## config.mk

```make
export PLATFORM = sky130hd
export DESIGN_NAME = dsp_op_sequencer
export DESIGN_NICKNAME = d
export VERILOG_FILES = /design/src/rtl/dsp_op_sequencer.sv
export SDC_FILE = /design/constraint.sdc
export NUM_CORES = 1
export LEC_CHECK = 0
export CAP_MARGIN = 20
export CORE_MARGIN = 5
export CORE_UTILIZATION = 31
export DETAILED_ROUTE_END_ITERATION = 7
export DONT_BUFFER_PORTS = 1
export SLEW_MARGIN = 20
export SYNTH_ARGS = -nofsm -noshare
export SYNTH_HDL_FRONTEND = slang
export SYNTH_SLANG_ARGS = --single-unit
export TNS_END_PERCENT = 1
```

## constraint.sdc

```tcl
create_clock -name CLK -period 6.94 [get_ports CLK]
set_clock_uncertainty 0.1 [all_clocks]
set_input_delay 1.388 -clock CLK [delete_from_list [all_inputs] [get_ports CLK]]
set_output_delay 1.388 -clock CLK [all_outputs]
set_load 0.01 [all_outputs]
```

## src/rtl/dsp_op_sequencer.sv

```systemverilog
// dsp_op_sequencer
//   Issues operand sets into a free-running, fully pipelined DSP slice and
//   collects the results in a small FIFO. The DSP is never stalled (CE stays
//   high); when no command is issued, a zero-producing bubble is driven
//   instead. A tag shift register follows each command down the pipeline so
//   the result is captured exactly when it emerges. Commands are only
//   accepted while a FIFO slot is guaranteed for them, so the FIFO cannot
//   overflow. A flush discards everything and waits one full pipeline depth
//   (DRAIN) so that results of discarded commands are never captured.
//
// Ports
//   CLK, RST_N             clock, asynchronous active-low reset
//   cmd_valid/cmd_ready    command handshake
//   cmd_a/b/c/d            command operands (18/18/48/18 bits)
//   cmd_opmode/carryin     command operation select and carry in
//   flush                  discard all in-flight and queued results
//   A/B/C/D/OPMODE/CARRYIN registered drive into the DSP slice
//   CE                     DSP clock enable (high whenever out of reset)
//   dsp_p, dsp_carryout    DSP result outputs
//   res_valid/res_ready    result handshake
//   res_p, res_carryout    result at the FIFO head
//   busy                   work in flight or queued, or draining
module dsp_op_sequencer #(
  parameter int LATENCY    = 5,
  parameter int FIFO_DEPTH = 4
) (
  input  logic        CLK,
  input  logic        RST_N,
  input  logic        cmd_valid,
  output logic        cmd_ready,
  input  logic [17:0] cmd_a,
  input  logic [17:0] cmd_b,
  input  logic [47:0] cmd_c,
  input  logic [17:0] cmd_d,
  input  logic [7:0]  cmd_opmode,
  input  logic        cmd_carryin,
  input  logic        flush,
  output logic [17:0] A,
  output logic [17:0] B,
  output logic [47:0] C,
  output logic [17:0] D,
  output logic [7:0]  OPMODE,
  output logic        CARRYIN,
  output logic        CE,
  input  logic [47:0] dsp_p,
  input  logic        dsp_carryout,
  output logic        res_valid,
  input  logic        res_ready,
  output logic [47:0] res_p,
  output logic        res_carryout,
  output logic        busy
);

  localparam int AW  = (FIFO_DEPTH > 1) ? $clog2(FIFO_DEPTH) : 1;
  localparam int FCW = $clog2(FIFO_DEPTH + 1);
  localparam int ICW = $clog2(LATENCY + 1);
  localparam int DW  = (LATENCY > 1) ? $clog2(LATENCY) : 1;
  localparam int SW  = ((ICW > FCW) ? ICW : FCW) + 1;

  typedef enum logic {RUN, DRAIN} state_t;

  state_t             state;
  logic [LATENCY-1:0] tags;
  logic [ICW-1:0]     inflight_cnt;
  logic [FCW-1:0]     fifo_cnt;
  logic [AW-1:0]      wr_ptr;
  logic [AW-1:0]      rd_ptr;
  logic [DW-1:0]      drain_cnt;
  logic [48:0]        fifo_mem [FIFO_DEPTH];
  logic [SW-1:0]      occupancy;
  logic               accept;
  logic               push;
  logic               pop;

  // Every accepted command owns a FIFO slot from issue until it is popped,
  // so the ready decision counts both in-flight and queued results.
  assign occupancy = SW'(inflight_cnt) + SW'(fifo_cnt);
  assign cmd_ready = RST_N && (state == RUN) && (occupancy < SW'(FIFO_DEPTH));

  // A flush wins over everything happening on the same edge.
  assign accept    = cmd_valid && cmd_ready && !flush;
  assign push      = tags[LATENCY-1] && !flush;
  assign pop       = res_valid && res_ready && !flush;

  assign CE        = RST_N;
  assign res_valid = (fifo_cnt != '0);
  assign busy      = (inflight_cnt != '0) || (fifo_cnt != '0) || (state == DRAIN);

  // Head is forced to zero when empty so stale entries never leak out.
  assign res_p        = res_valid ? fifo_mem[rd_ptr][47:0] : '0;
  assign res_carryout = res_valid ? fifo_mem[rd_ptr][48]   : 1'b0;

  // FIFO storage needs no reset: entries are only visible while counted.
  always_ff @(posedge CLK) begin
    if (push) begin
      fifo_mem[wr_ptr] <= {dsp_carryout, dsp_p};
    end
  end

  // Control state: RUN/DRAIN machine, DSP drive registers, tag pipeline,
  // in-flight counter and FIFO pointers. The drain counter is loaded with
  // LATENCY-1 so DRAIN lasts exactly LATENCY cycles before RUN resumes.
  always_ff @(posedge CLK or negedge RST_N) begin
    if (!RST_N) begin
      state        <= RUN;
      tags         <= '0;
      inflight_cnt <= '0;
      fifo_cnt     <= '0;
      wr_ptr       <= '0;
      rd_ptr       <= '0;
      drain_cnt    <= '0;
      A            <= '0;
      B            <= '0;
      C            <= '0;
      D            <= '0;
      OPMODE       <= '0;
      CARRYIN      <= 1'b0;
    end else begin
      A       <= accept ? cmd_a       : '0;
      B       <= accept ? cmd_b       : '0;
      C       <= accept ? cmd_c       : '0;
      D       <= accept ? cmd_d       : '0;
      OPMODE  <= accept ? cmd_opmode  : 8'h00;
      CARRYIN <= accept ? cmd_carryin : 1'b0;

      if (flush) begin
        tags         <= '0;
        inflight_cnt <= '0;
        fifo_cnt     <= '0;
        wr_ptr       <= '0;
        rd_ptr       <= '0;
      end else begin
        tags <= LATENCY'({tags, accept});

        case ({accept, tags[LATENCY-1]})
          2'b10:   inflight_cnt <= inflight_cnt + 1'b1;
          2'b01:   inflight_cnt <= inflight_cnt - 1'b1;
          default: inflight_cnt <= inflight_cnt;
        endcase

        if (push) begin
          wr_ptr <= (wr_ptr == AW'(FIFO_DEPTH - 1)) ? '0 : wr_ptr + 1'b1;
        end
        if (pop) begin
          rd_ptr <= (rd_ptr == AW'(FIFO_DEPTH - 1)) ? '0 : rd_ptr + 1'b1;
        end

        case ({push, pop})
          2'b10:   fifo_cnt <= fifo_cnt + 1'b1;
          2'b01:   fifo_cnt <= fifo_cnt - 1'b1;
          default: fifo_cnt <= fifo_cnt;
        endcase
      end

      case (state)
        RUN: begin
          if (flush) begin
            state     <= DRAIN;
            drain_cnt <= DW'(LATENCY - 1);
          end
        end
        DRAIN: begin
          if (flush) begin
            drain_cnt <= DW'(LATENCY - 1);
          end else if (drain_cnt == '0) begin
            state <= RUN;
          end else begin
            drain_cnt <= drain_cnt - 1'b1;
          end
        end
        default: state <= RUN;
      endcase
    end
  end

endmodule
```

==> results of run 1 <==
[layer usage]
layer,wire length (um),part of all wire
met5,22,0.00087
met4,695,0.027
met3,3160,0.12
met2,12100,0.48
met1,9377,0.37
[layout make-up]
| type | count | area (um2) |
|---|---|---|
| well taps | 518 | 648.1 |
| fillers | 3621 | 24730 |
| repair buffers | 7 | 52.55 |
| clock buffers | 44 | 972.2 |
| inverters | 9 | 33.78 |
| clock inverters | 20 | 182.7 |
| flip-flops and latches | 326 | 9144 |
| multi-input cells | 290 | 2708 |
[logic make-up (layout without fill, tap and decap cells)]
kind of cell / Yosys count / after routing / synth area share
compound gates: 11 / 11 / 0.006559
xor+xnor: 3 / 3 / 0.002187
fa+ha+maj: 11 / 11 / 0.01270
buf+inv: 43 / 80 / 0.01510
flops: 326 / 326 / 0.7604
mux: 55 / 55 / 0.09693
simple gates: 210 / 210 / 0.1061
[cells in the mapped netlist, types with 2 or more instances]
cell                       number  share of area
sky130_fd_sc_hd__nor2b_1       54          0.028
sky130_fd_sc_hd__nand3_1        3         0.0012
sky130_fd_sc_hd__mux2i_1        5         0.0042
sky130_fd_sc_hd__nand2_1        7         0.0022
sky130_fd_sc_hd__clkbuf_1      24         0.0075
sky130_fd_sc_hd__edfxtp_1     196           0.49
sky130_fd_sc_hd__inv_1          9         0.0028
sky130_fd_sc_hd__o21ai_0        2        0.00083
sky130_fd_sc_hd__nor3_1         7         0.0029
sky130_fd_sc_hd__and3_1         2         0.0010
sky130_fd_sc_hd__ha_1           9         0.0094
sky130_fd_sc_hd__or2_2          3         0.0016
sky130_fd_sc_hd__dfrtp_1      130           0.27
sky130_fd_sc_hd__mux4_2        49          0.092
sky130_fd_sc_hd__fa_1           2         0.0033
sky130_fd_sc_hd__a21oi_1        5         0.0021
sky130_fd_sc_hd__nor2_1        10         0.0031
sky130_fd_sc_hd__and2b_1        2         0.0012
sky130_fd_sc_hd__xnor2_1        3         0.0022
sky130_fd_sc_hd__buf_2          7         0.0029
sky130_fd_sc_hd__and2_1       115          0.060
[where the power goes]
part	leakage, nW	total [W]	switching [W]	internal [W]
logic	0.988	0.000274	0.000157	0.000117
registers	3.56	0.00214	0.0000467	0.00209
clock network	0.560	0.00183	0.000727	0.00111
[path summary, 6_finish.rpt]
check                                  from         endpoint  slack (ps)
worst max-delay path              rd_ptr[0]        res_p[34]        2770
worst min-delay path                tags[2]          tags[3]         360
worst max register to register  fifo_cnt[1]  inflight_cnt[2]        3940
worst min register to register      tags[2]          tags[3]         360
max in group asynchronous             RST_N        rd_ptr[0]        6070
min in group asynchronous             RST_N            C[40]         470
[stage by stage]
step | hold WS, ps | power (W) | utilization | setup slack [ps]
final | 357.5 | 0.004246 | 0.3572 | 2770
after global routing | 379.0 | 0.004436 | 0.3572 | 2500
after CTS | 362.4 | 0.004332 | 0.3572 | 2597
after detailed placement | 350.6 | 0.002466 | 0.3272 | 3185
after global placement | 345.3 | 0.002457 | 0.3272 | 3195
after floorplan | 338.5 | 0.002397 | - | 3628
[sequential cells by signal (all words and copies together) (netlist names)]
name / flops
tags: 5
A: 18
state: 1
wr_ptr: 2
B: 18
CARRYIN: 1
D: 18
fifo_mem: 196
rd_ptr: 2
drain_cnt: 3
fifo_cnt: 3
inflight_cnt: 3
OPMODE: 8
C: 48
==> impl_results.md, run 1 <==
* Hold violation count in the final report at 0
* Worst ir drop on vdd at ~0.00018 V
* Iteration-0 DRC count of the detailed router at 192
* Synthesized area per cell at ~18 um2
* Mapped cell area at 12020 um2
* Path class of the lowest-slack min-delay path: register to register
* DR vias/cell at approximately 4.5
* Leakage power of the design at ~5.1 nW
* Met3 demand-to-capacity share in global routing at 0.06108
* H-tree depth reported by CTS at 2
* Worst slew pin tran at ~900 ps
* Worst setup EP type: primary output
* Unrepaired setup endpoints after global routing: no
* Max stage delay on crit path at between 800 and 900 ps
* CP Buf/Inv Count at 1
* Length of the first detailed-routing pass in iterations at 4
* Initial antenna violation count at 4
* Dominant register cell in the synthesized netlist: sky130_fd_sc_hd__edfxtp_1
* Routed via count at around 5400
* Post-CTS resize count at 0
* Final antenna diode count at 0
* Clock transition at the registers of the reported paths at approximately 60 ps
* Clock tree root driver cell: sky130_fd_sc_hd__clkbuf_16
* Aggregate global-route resource usage at 0.1157
* Most common library cell in the layout ignoring fill and taps: sky130_fd_sc_hd__edfxtp_1
* Final wirelength at about 25000 um
* CTS tree: yes
* Seq cells post-synth at between 300 and 400
* Detailed placer's ending HPWL at ~16000 um
* Leftover overflow at the end of global routing at 0
* Post-CTS setup-driven buffer insertion count at 0
* Die area at 42810 um2
* FFs w/ async S/R, synth at 0.3988
* Top fanout value on the critical path at 32
* Final number of setup-violating endpoints at 0
* Gate Count Post-Synth at approximately 660
* Critical path, cell by cell: buf_4 -> mux4_2 -> nor2b_1
* Global routing met2 resource utilization at 0.1842
* CTS hold repair buffers at 0
* Fin crit share at 0.6009
* Outcome: complete, no violations
* Arrival time worst endpoint at around 2700 ps
* Average wire per cell in the routed design at 20.88 um
* Worst slew margin relative to its limit at 0.3925
* Slowest stage cell on the critical path: sky130_fd_sc_hd__dfrtp_4
* Std-Cell Core Area at between 30000 and 40000 um2
* Effective utilization at floorplan at 0.3124
* Hold path cells at 1
* Maximum buffer depth of the clock tree at 3
* Max-slew violation total from the final report at 0
* Number of buffers created by CTS at 36
* Count of unique library cells instantiated by Yosys at 36
* Die extent in x at 206.9 um
* Worst Path Class, Setup: register to primary output
* Power density cells at 309.0 nW/um2
* Row count at 72
* Period minus WS final at 4170 ps
* Non-Filler Instances at 1214
* Reported max-cap violation count at 0
* Share of post-route cells with drive strength above 1 at 0.1753
* Clock latency on the worst-skew pair at around 520 ps
* FMAX at 0.2398 GHz
* Worst Setup Start Kind: register
* Most frequent cells in the layout: 196 x sky130_fd_sc_hd__edfxtp_1, 128 x sky130_fd_sc_hd__dfrtp_1, 111 x sky130_fd_sc_hd__and2_1, 54 x sky130_fd_sc_hd__nor2b_1, 49 x sky130_fd_sc_hd__mux4_2
* Share of synthesized area occupied by flip-flops and latches at 0.7604
* Cell count along the critical path at 3
* Family with the most delay on the worst path: flip-flops
* Met1 Track Usage GR at 0.1312
* Worst r2r path cells at 9
* DRC violation count after routing at 0
* Instance area after placement at about 13000 um2
* Synthesis-to-finish area growth at 14.34%
* Setup TNS Final at 0 ps
* Most used routing layer: met2
* Port Buffers at 0
* Number of global-route vias before repair at approximately 5900
* Post-placement cell count at between 1000 and 1500
* Final instance area at approximately 14000 um2
* Syn Nets at 835
* Total clock sinks at approximately 330
* Maximum number of pins on one net before global-route repair at between 100 and 150
* Weighted congestion at the end of routability-driven global placement at between 0.7 and 0.8
* Count of boundary I/O pins at between 300 and 400
* Total Nets Final at between 800 and 900
* Required @ worst endpoint at between 5000 and 6000 ps
* Number of flops mapped to enable cells by yosys at 196
* Wire length of the first global-routing pass at around 37000 um
* Count of synthesis-stage warnings from yosys at 0
* Final antenna-violating net count at 0
* Die extent in y at 206.9 um
(Power assumes the default switching activity.)
==> run 2, diff against run 1 <==
- clock period: 6.94 -> 3.5 ns (I/O delays scaled with it)
==> impl_results.md, run 2 (synthesis gave the netlist of run 1 again) <==
* Post-CTS setup-driven buffer insertion count at 0
* Reported max-cap violation count at 0
* Wire length of the first global-routing pass at 37970 um
* Number of buffers created by CTS at 34
* Final wirelength at around 26000 um
* Worst setup EP type: primary output
* Iteration-0 DRC count of the detailed router at a little under 200
* Maximum number of pins on one net before global-route repair at about 130
* Required @ worst endpoint at between 2000 and 3000 ps
* Aggregate global-route resource usage at 0.1197
* Reg with most FFs: fifo_mem
* Period minus WS final at about 3100 ps
* Clock latency on the worst-skew pair at 520 ps
* Initial antenna violation count at 6
* Flip-flop count of the largest register after layout at ~200
* Final number of setup-violating endpoints at 0
* Unrepaired setup endpoints after global routing: no
* Most frequent cells in the layout: 196 x sky130_fd_sc_hd__edfxtp_1, 128 x sky130_fd_sc_hd__dfrtp_1, 111 x sky130_fd_sc_hd__and2_1, 54 x sky130_fd_sc_hd__nor2b_1, 49 x sky130_fd_sc_hd__mux4_2
* Total Nets Final at 850
* Arrival time worst endpoint at between 2000 and 2500 ps
* Maximum buffer depth of the clock tree at 3
* Power density cells at 587.9 nW/um2
* Average wire per cell in the routed design at about 21 um
* Worst Path Class, Setup: register to primary output
* Worst r2r path cells at 6
* Length of the first detailed-routing pass in iterations at 4
* H-tree depth reported by CTS at 2
* Switching power at ~0.0018 W
* Clock transition at the registers of the reported paths at about 60 ps
* Max-slew violation total from the final report at 0
* Switch share at 0.2274
* Number of global-route vias before repair at about 6000
* Weighted congestion at the end of routability-driven global placement at between 0.7 and 0.8
* Count of boundary I/O pins at between 300 and 400
* Biggest regs: fifo_mem (196), C (48)
* CTS tree: yes
* Detailed placer's ending HPWL at roughly 18000 um
* Effective utilization at floorplan at 0.3124
* Std-Cell Core Area at 38470 um2
* Outcome: complete, but fails checks
* Worst Setup Start Kind: register
* DR vias/cell at about 4.5
* Combinational cell fraction of total power at 0.071
* Most common library cell in the layout ignoring fill and taps: sky130_fd_sc_hd__edfxtp_1
* Internal power at 0.006207 W
* Final antenna-violating net count at 0
* Share of post-route cells with drive strength above 1 at 0.1674
* Worst ir drop on vdd at 0.0003196 V
* Total clock sinks at 326
* Fin crit share at 0.8897
* Post-placement cell count at ~1200
* Fillcell total at around 3600
* Setup TNS Final at 0 ps
* Die extent in x at between 200 and 250 um
* Top fanout value on the critical path at 24
* Synthesis-to-finish area growth at 13.70%
* Path class of the lowest-slack min-delay path: primary input to asynchronous set/reset pin
* Failing checks: negative hold slack
* Worst slew pin tran at roughly 860 ps
* Routed via count at 5454
* Worst slew margin relative to its limit at 0.4279
* DRC violation count after routing at 0
* Die extent in y at around 210 um
* Port Buffers at 0
* Worst slack on hold paths at -222.6 ps
* Leakage power of the design at approximately 5.1 nW
* Die area at 42810 um2
* FMAX at roughly 0.32 GHz
* Sequential power share at 0.527
* Clock share of power at 0.403
* Clock tree root driver cell: sky130_fd_sc_hd__clkbuf_16
* Non-Filler Instances at 1218
* Leftover overflow at the end of global routing at 0
* Hold violation count in the final report at 130
* Row count at 72
-- run 2: path summary, 6_finish.rpt --
check | from | endpoint | slack (ps)
setup / recovery | rd_ptr[0] | res_p[43] | 390
hold / removal | RST_N | D[8] | -220
setup reg to reg | inflight_cnt[2] | inflight_cnt[2] | 1020
hold reg to reg | tags[2] | tags[3] | 360
max in group asynchronous | RST_N | rd_ptr[0] | 3300
min in group CLK | flush | rd_ptr[1] | 140
-- run 2: routing by layer --
metal | routed length (um) | vias up | GRT usage
li1 | - | 2404 | -
met1 | 9424 | 2719 | 0.1376
met2 | 12490 | 272 | 0.1926
met3 | 3292 | 53 | 0.05874
met4 | 681 | 6 | 0.04839
met5 | 40 | - | 0
-- run 2: final cells by class --
type                       count  area (um2)  area share
sequential                   326        9144      0.6692
multi-input combinational    290        2708      0.1981
clock buffer                  45       902.1     0.06602
tap                          518       648.1     0.04743
timing repair buffer          13       135.1    0.009889
clock inverter                16       91.34    0.006684
inverter                       9       33.78    0.002472
antenna                        1       2.502   0.0001831
-- run 2: critical path: stages, from the launching register on --
cell and delay, ps:
sky130_fd_sc_hd__dfrtp_4 750, sky130_fd_sc_hd__buf_12 290, sky130_fd_sc_hd__mux4_2 520, sky130_fd_sc_hd__nor2b_1 220
-- run 2: stage by stage --
step                hold WS (ps)  utilization  total power, W  instance area, um2  setup WS (ps)
floorplan                  304.4            -        0.004753               12020          876.2
global placement           308.4       0.3293        0.004886               12670          905.6
detailed placement         308.1       0.3293        0.004898               12670          869.7
CTS                       -270.7       0.3552        0.008186               13660          286.7
global route              -265.2       0.3552        0.008381               13660          226.6
finish                    -222.6       0.3552        0.008034               13660          386.1
-- run 2: power groups by stage --
stage	sequential, W	combinational [W]	clock [W]
floorplan	0.00426	0.000491	0
finish	0.00423	0.000567	0.00324
CTS	0.00423	0.000590	0.00336
detailed placement	0.00431	0.000590	0
global placement	0.00431	0.000575	0
global route	0.00424	0.000631	0.00351
-- run 2: repair_timing --
| item | 4_1_cts | 5_1_grt |
|---|---|---|
| resized for setup | 0 | 0 |
| setup endpoints to repair | 0 | 0 |
| hold endpoints to repair | 130 | 130 |
==> run 3, diff against run 2 <==
- CORE_MARGIN: 5 -> 2
- SKIP_CTS_REPAIR_TIMING: unset -> 1
==> impl_results.md, run 3 (synthesis gave the netlist of run 1 again) <==
* Outcome: complete, but fails checks
* Failing checks: negative hold slack
* Required @ worst endpoint at 2700 ps
* Total clock sinks at 326
* Worst slew pin tran at around 690 ps
* Reported max-cap violation count at 0
* Detailed placer's ending HPWL at ~16000 um
* Length of the first detailed-routing pass in iterations at 4
* Combinational cell fraction of total power at 0.067
* Average wire per cell in the routed design at roughly 21 um
* Switching power at between 0.0015 and 0.002 W
* Final wirelength at about 25000 um
* Post-placement cell count at about 1200
* Worst setup EP type: primary output
* Reg with most FFs: fifo_mem
* Switch share at 0.2208
* Power density cells at 616.0 nW/um2
* DR vias/cell at between 4 and 5
* Number of global-route vias before repair at around 6000
* Non-Filler Instances at approximately 1200
* Port Buffers at 0
* Wire length of the first global-routing pass at between 30000 and 40000 um
* CP Launch Point: rd_ptr[0]
* Reg-to-Reg Start: inflight_cnt[2]
* Total Nets Final at about 850
* Sequential power share at 0.493
* Leftover overflow at the end of global routing at 0
* Number of buffers created by CTS at 37
* Fillcell total at between 3000 and 4000
* Critical path, cell by cell: buf_4 -> mux4_2 -> nor2b_1
* Most frequent cells in the layout: 196 x sky130_fd_sc_hd__edfxtp_1, 128 x sky130_fd_sc_hd__dfrtp_1, 111 x sky130_fd_sc_hd__and2_1, 54 x sky130_fd_sc_hd__nor2b_1, 49 x sky130_fd_sc_hd__mux4_2
* Worst r2r path cells at 9
* Biggest regs: fifo_mem (196), C (48)
* Slack of the worst reg-to-reg path at roughly 860 ps
* Worst slack on hold paths at -241.8 ps
* Slowest stage cell on the critical path: sky130_fd_sc_hd__dfrtp_4
* Final number of setup-violating endpoints at 0
* CP Buf/Inv Count at 1
* Core occupancy in the finished layout at 0.3615
* Row count at just over 70
* Most common library cell in the layout ignoring fill and taps: sky130_fd_sc_hd__edfxtp_1
* Path class of the lowest-slack min-delay path: primary input to asynchronous set/reset pin
* Critical path endpoint: res_p[23]
* Final antenna diode count at 0
* Max-slew violation total from the final report at 0
* Fin crit share at 0.8772
* Die extent in x at around 200 um
* Die area at a little over 40000 um2
* Clock latency on the worst-skew pair at 530 ps
* Synthesis-to-finish area growth at 15.72%
* CTS tree: yes
* Hold violation count in the final report at 130
* Register cell area after layout at around 9100 um2
* H-tree depth reported by CTS at 2
* FMAX at about 0.33 GHz
* Effective utilization at floorplan at 0.3124
* Worst ir drop on vdd at about 0.00036 V
* Family with the most delay on the worst path: flip-flops
* Top fanout value on the critical path at 18
* Clock transition at the registers of the reported paths at about 60 ps
* Aggregate global-route resource usage at 0.1245
* Std-Cell Core Area at a little under 40000 um2
* Share of post-route cells with drive strength above 1 at 0.1861
* Leakage power of the design at 5.185 nW
* Worst Path Class, Setup: register to primary output
* Maximum number of pins on one net before global-route repair at 133
* Final antenna-violating net count at 0
* Setup TNS Final at 0 ps
* Die extent in y at roughly 200 um
* Iteration-0 DRC count of the detailed router at ~220
* Max stage delay on crit path at 650 ps
* Worst slew margin relative to its limit at 0.5400
* Clock tree root driver cell: sky130_fd_sc_hd__clkbuf_16
* Initial antenna violation count at 5
* Count of boundary I/O pins at 329
* Unrepaired setup endpoints after global routing: no
* Period minus WS final at approximately 3100 ps
* Cell count along the critical path at 3
* Clock share of power at 0.440
* Weighted congestion at the end of routability-driven global placement at between 0.7 and 0.8
* Worst Setup Start Kind: register
* Maximum buffer depth of the clock tree at 3
* Reg-to-reg critical path endpoint: inflight_cnt[2]
* Arrival time worst endpoint at between 2000 and 2500 ps
* Internal power at between 0.006 and 0.007 W
* DRC violation count after routing at 0
* Multi-input logic area at between 2000 and 3000 um2
* Flip-flop count of the largest register after layout at just under 200
* Routed via count at 5564
## run 3: changes by cell type in the layout (fill, tap and decap cells not counted)
cell,previous run,this run
sky130_fd_sc_hd__clkinv_8,1,0
sky130_fd_sc_hd__bufinv_16,0,3
sky130_fd_sc_hd__clkinv_1,9,4
sky130_fd_sc_hd__buf_4,10,7
sky130_fd_sc_hd__clkbuf_4,0,1
sky130_fd_sc_hd__diode_2,1,0
sky130_fd_sc_hd__buf_12,3,6
sky130_fd_sc_hd__clkbuf_16,34,39
sky130_fd_sc_hd__clkinvlp_4,0,2
sky130_fd_sc_hd__clkbuf_1,10,6
sky130_fd_sc_hd__clkinv_2,3,7
## run 3: per-layer routing
| layer | up-vias | GRT usage | part of all wire |
|---|---|---|---|
| li1 | 2403 | - | - |
| met1 | 2841 | 0.1469 | 0.39 |
| met2 | 270 | 0.1978 | 0.48 |
| met3 | 44 | 0.06461 | 0.11 |
| met4 | 6 | 0.03783 | 0.020 |
| met5 | - | 0 | 0.0018 |
## run 3: through the flow
stage	worst slack (ps)	hold slack, ps	power [W]	instance area, um2
after floorplan	876.2	304.4	0.004753	12020
after global placement	939.9	308.4	0.004882	12710
after detailed placement	862.8	307.0	0.004898	12710
after CTS	307.8	-282.7	0.008729	13910
after global routing	256.6	-284.2	0.008928	13910
final	429.7	-241.8	0.008567	13910
## run 3: area by class of cell
class	instances	area share
repair buffers	13	0.01242
inverters	9	0.002429
multi-input cells	290	0.1947
clock buffers	47	0.07332
clock inverters	19	0.01305
flip-flops and latches	326	0.6575
well taps	518	0.04660
## run 3: power groups by stage
stage	combinational (W)	clock, W	sequential [W]
detailed placement	0.000598	0	0.00430
floorplan	0.000491	0	0.00426
CTS	0.000599	0.00390	0.00423
finish	0.000573	0.00377	0.00422
global placement	0.000582	0	0.00430
global route	0.000633	0.00406	0.00423
## run 3: worst min-delay path by stage
stage	startpoint	to	cells after the start
after floorplan	RST_N	A[0]	0
after global placement	RST_N	A[12]	0
after detailed placement	RST_N	C[3]	0
after CTS	RST_N	OPMODE[1]	0
after global routing	RST_N	A[12]	0
final	RST_N	OPMODE[1]	0
==> RTL change 1 (config.mk and constraints of run 2) <==
The parameter `LATENCY` goes from 5 to 6.
--- a/src/rtl/dsp_op_sequencer.sv
+++ b/src/rtl/dsp_op_sequencer.sv
@@ -22,5 +22,5 @@
 //   busy                   work in flight or queued, or draining
 module dsp_op_sequencer #(
-  parameter int LATENCY    = 5,
+  parameter int LATENCY    = 6,
   parameter int FIFO_DEPTH = 4
 ) (
Behaviour: not the same (Yosys sat finds a counterexample within 10 cycles, from zero or initial values and one cycle with RST_N low).
==> RTL change 1 against run 2 <==
The run still ends with negative hold slack left. Setup slack gained 24 ps. Final area grew 1.4%. Power grew 2.4%. Non-clock buffer count shrank 3. Critical endpoint unchanged. Sequential share of layout area shrank 0.71 points. Area after synthesis grew 0.48%. Sequential cell count grew 1. Routed wire length grew 0.20%. Die area grew 0.45%. First-iteration DRC count grew 6.7%. Count of clock-buffer cells in the layout grew 1. Critical path depth is the same.
==> RTL change 1: results (changes against run 2) <==
metric,value,unit,change
outcome,finished with violations,,
failed_checks,negative hold slack,,
wirelength_met1,9820,um,+4.2%
dpl_worst_slack,911,ps,+41.2 ps
synth_xor_area_share,0.218,%,-0.0010 points
worst-path-max-fanout,23,,-4.2%
hold_ws,-226,ps,-3.64 ps
dp.cells,1155,,-0.087%
leakage,0.00514,uW,+1.3%
syn_nets,837,,+0.24%
post-dp-hpwl,16900,um,-3.6%
grt_max_degree,134,,+0.75%
synthAdderAreaFrac,1.26,%,-0.0061 points
path_clk_slew,60,ps,about the same
drive_above_1_share,18.0,%,+1.3 points
grt_usage,12.0,%,about the same
cp_top_family,flip-flops,,
drt_wl_total,26000,um,+0.20%
cts_buffers,36,,+5.9%
tightestPinTransition,859,ps,+1.34 ps
synth-edff-count,196,,unchanged
wl_met2,12300,um,-1.8%
grt_pass1_vias,6184,,+2.2%
worst_path_largest_cell_delay,790,ps,+40 ps
hold_violations,131,,+0.77%
post_cts_resized,0,,unchanged
syn_avg_cell_area,18.3,um^2,+0.17%
yosysSeqAreaShare,75.9,%,-0.16 points
ys_types,37,,+2.8%
cts_buffer_depth,3,,unchanged
drtIter0Drc,206,,+6.7%
async_flop_share,40.1,%,+0.18 points
use_met3,6.57,%,+0.70 points
nets,851,,+0.12%
cts_max_level,2,,unchanged
synth_warnings,0,,unchanged
grt_pass1_wl,39500,um,+4.0%
fillCellCount,3614,,+0.055%
met1_usage,13.7,%,-0.097 points
synth-compound-area-share,0.653,%,-0.0031 points
place_area,12700,um^2,+0.54%
dr.pass1.iters,4,,unchanged
grt_antenna_before_repair,9,,+3
viasPerCell,4.57,,+2.0%
synth.area.mux_share,9.73,%,+0.037 points
clk_latency,520,ps,about the same
route.met3.wl,3170,um,-3.7%
gp_congestion,0.753,,+2.6%
met2_usage,18.9,%,-0.36 points
p_per_area,594,nW/um^2,+1.0%
wl_per_cell,21.3,um,about the same
synth.area.top_cells,"edfxtp_1 49%, dfrtp_1 27%, mux4_2 9.1%",,
synth.cells.most_frequent,"196 x edfxtp_1, 131 x dfrtp_1, 115 x and2_1",,
peakVddDrop,338,uV,+5.6%
==> RTL change 1: where the power goes <==
group | total, uW | leakage (uW) | switching [uW] | internal, uW
Sequential | 4210 | 0.00357 | 67.4 | 4140
Clock | 3520 | 0.000550 | 1440 | 2080
Combinational | 495 | 0.00102 | 280 | 216
Total | 8220 | 0.00514 | 1790 | 6440
==> RTL change 1: layout make-up <==
type	instances	share of cell area, %
flip-flops and latches	327	66.2
repair buffers	10	1.17
inverters	8	0.217
clock buffers	46	7.22
well taps	518	4.68
clock inverters	16	0.741
multi-input cells	292	19.7
diodes	4	0.0723
==> RTL change 1: worst paths after layout <==
check / slack (ps) / from / to / depth (start not counted)
min reg2reg: 360 / tags[0] / tags[1] / 1
max: 410 / rd_ptr[0] / res_p[43] / 3
min in group CLK: 130 / flush / fifo_cnt[0] / 1
max in group asynchronous: 3360 / RST_N / B[12] / 0
max reg2reg: 970 / inflight_cnt[2] / inflight_cnt[2] / 6
min: -230 / RST_N / D[12] / 0
==> RTL change 2 (flow settings as in run 2) <==
Without the edit above. Register the input `cmd_opmode` before use, without a reset. The logic sees it one clock later. The other inputs are not delayed to match.
--- a/src/rtl/dsp_op_sequencer.sv
+++ b/src/rtl/dsp_op_sequencer.sv
@@ -59,4 +59,10 @@
 
   typedef enum logic {RUN, DRAIN} state_t;
+
+  logic [7:0] cmd_opmode_q;
+
+  always_ff @(posedge CLK) begin
+    cmd_opmode_q <= cmd_opmode;
+  end
 
   state_t             state;
@@ -121,5 +127,5 @@
       C       <= accept ? cmd_c       : '0;
       D       <= accept ? cmd_d       : '0;
-      OPMODE  <= accept ? cmd_opmode  : 8'h00;
+      OPMODE  <= accept ? cmd_opmode_q : 8'h00;
       CARRYIN <= accept ? cmd_carryin : 1'b0;
 
Function: changed (a bounded check fails within 4 cycles, from zero or initial values and one cycle with RST_N low).
==> RTL change 2 against run 2 <==
The flow still finishes with violations (negative hold slack). Non-clock buffer count is 1 lower. Routed wire length is 4.3% higher. Area after synthesis is 1.3% higher. Power is 4.8% higher. Final area is 2.3% higher. Critical path depth stayed put. Sequential cell count is 8 higher. Setup slack better by 66 ps.
==> RTL change 2: results (changes against run 2) <==
metric,value,unit,change
route.met3.wl,3450,um,+4.6%
grt_usage,12.6,%,+0.64 points
worst-path-max-fanout,22,,-8.3%
seq_area_share,66.6,%,-0.35 points
grt_pass1_vias,6359,,+5.1%
nonClkBufAreaFrac,1.36,%,+0.37 points
multi_input_area_share,19.4,%,-0.46 points
num-clock-buffers,49,,+8.9%
clk_share,7.81,%,+0.54 points
diodes,2,,+1
r2r-start,fifo_cnt[1],,
failed_checks,negative hold slack,,
leakage,0.00519,uW,+2.3%
cp-endpoint,res_p[27],,
grt_pass1_wl,41400,um,+9.0%
post-dp-hpwl,17800,um,+1.9%
async_flop_share,38.9,%,-0.96 points
wl_met2,13500,um,+7.9%
nets,858,,+0.94%
hold_violations,130,,unchanged
pg_comb,574,uW,+1%
fillCellCount,3588,,-0.66%
gp_congestion,0.808,,+10%
drtIter0Drc,232,,+20%
numSequentialCells,334,,+2.5%
wirelength_met1,9400,um,-0.29%
grt_antenna_before_repair,8,,+2
hold_ws,-227,ps,-4.22 ps
pg_clk,3520,uW,+8.6%
syn_nets,842,,+0.84%
ys_types,38,,+5.6%
cts_buffers,36,,+5.9%
p_int,6560,uW,+5.8%
use_met3,7.08,%,+1.2 points
vias,5600,,+2.7%
nNonClkBuffers,12,,-1
outcome,finished with violations,,
rrSetupSlack,1070,ps,+50 ps
==> RTL change 2: cell count changes in the layout (fill, tap and decap cells not counted), moves of 3 or more <==
cell / run 2 / this run
buf_4: 10 / 4
clkinv_1: 9 / 4
clkbuf_16: 34 / 37
buf_12: 3 / 8
dfxtp_1: 0 / 8
==> RTL change 2: through the flow <==
stage,setup slack (ps),area [um^2],instances,util [%],power [uW]
after global placement,922,12900,1162,33.3,4990
after detailed placement,920,12900,1162,33.3,5010
final,452,14000,1225,36.1,8420
after global routing,261,14000,1224,36.1,8800
after floorplan,744,12200,666,-,4850
after CTS,328,14000,1223,36.1,8580
==> RTL change 2: kinds of logic after synthesis <==
group	Yosys count	synth area share (%)
flops	334	76.4
xor+xnor	3	0.216
fa+ha+maj	11	1.25
mux	55	9.57
buf+inv	43	1.50
simple gates	208	10.4
compound gates	12	0.709
==> RTL change 2: critical path, stage by stage, from the launching register on <==
cell and delay, ps:
dfrtp_4 720, buf_12 260, mux4_2 550, nor2b_1 180
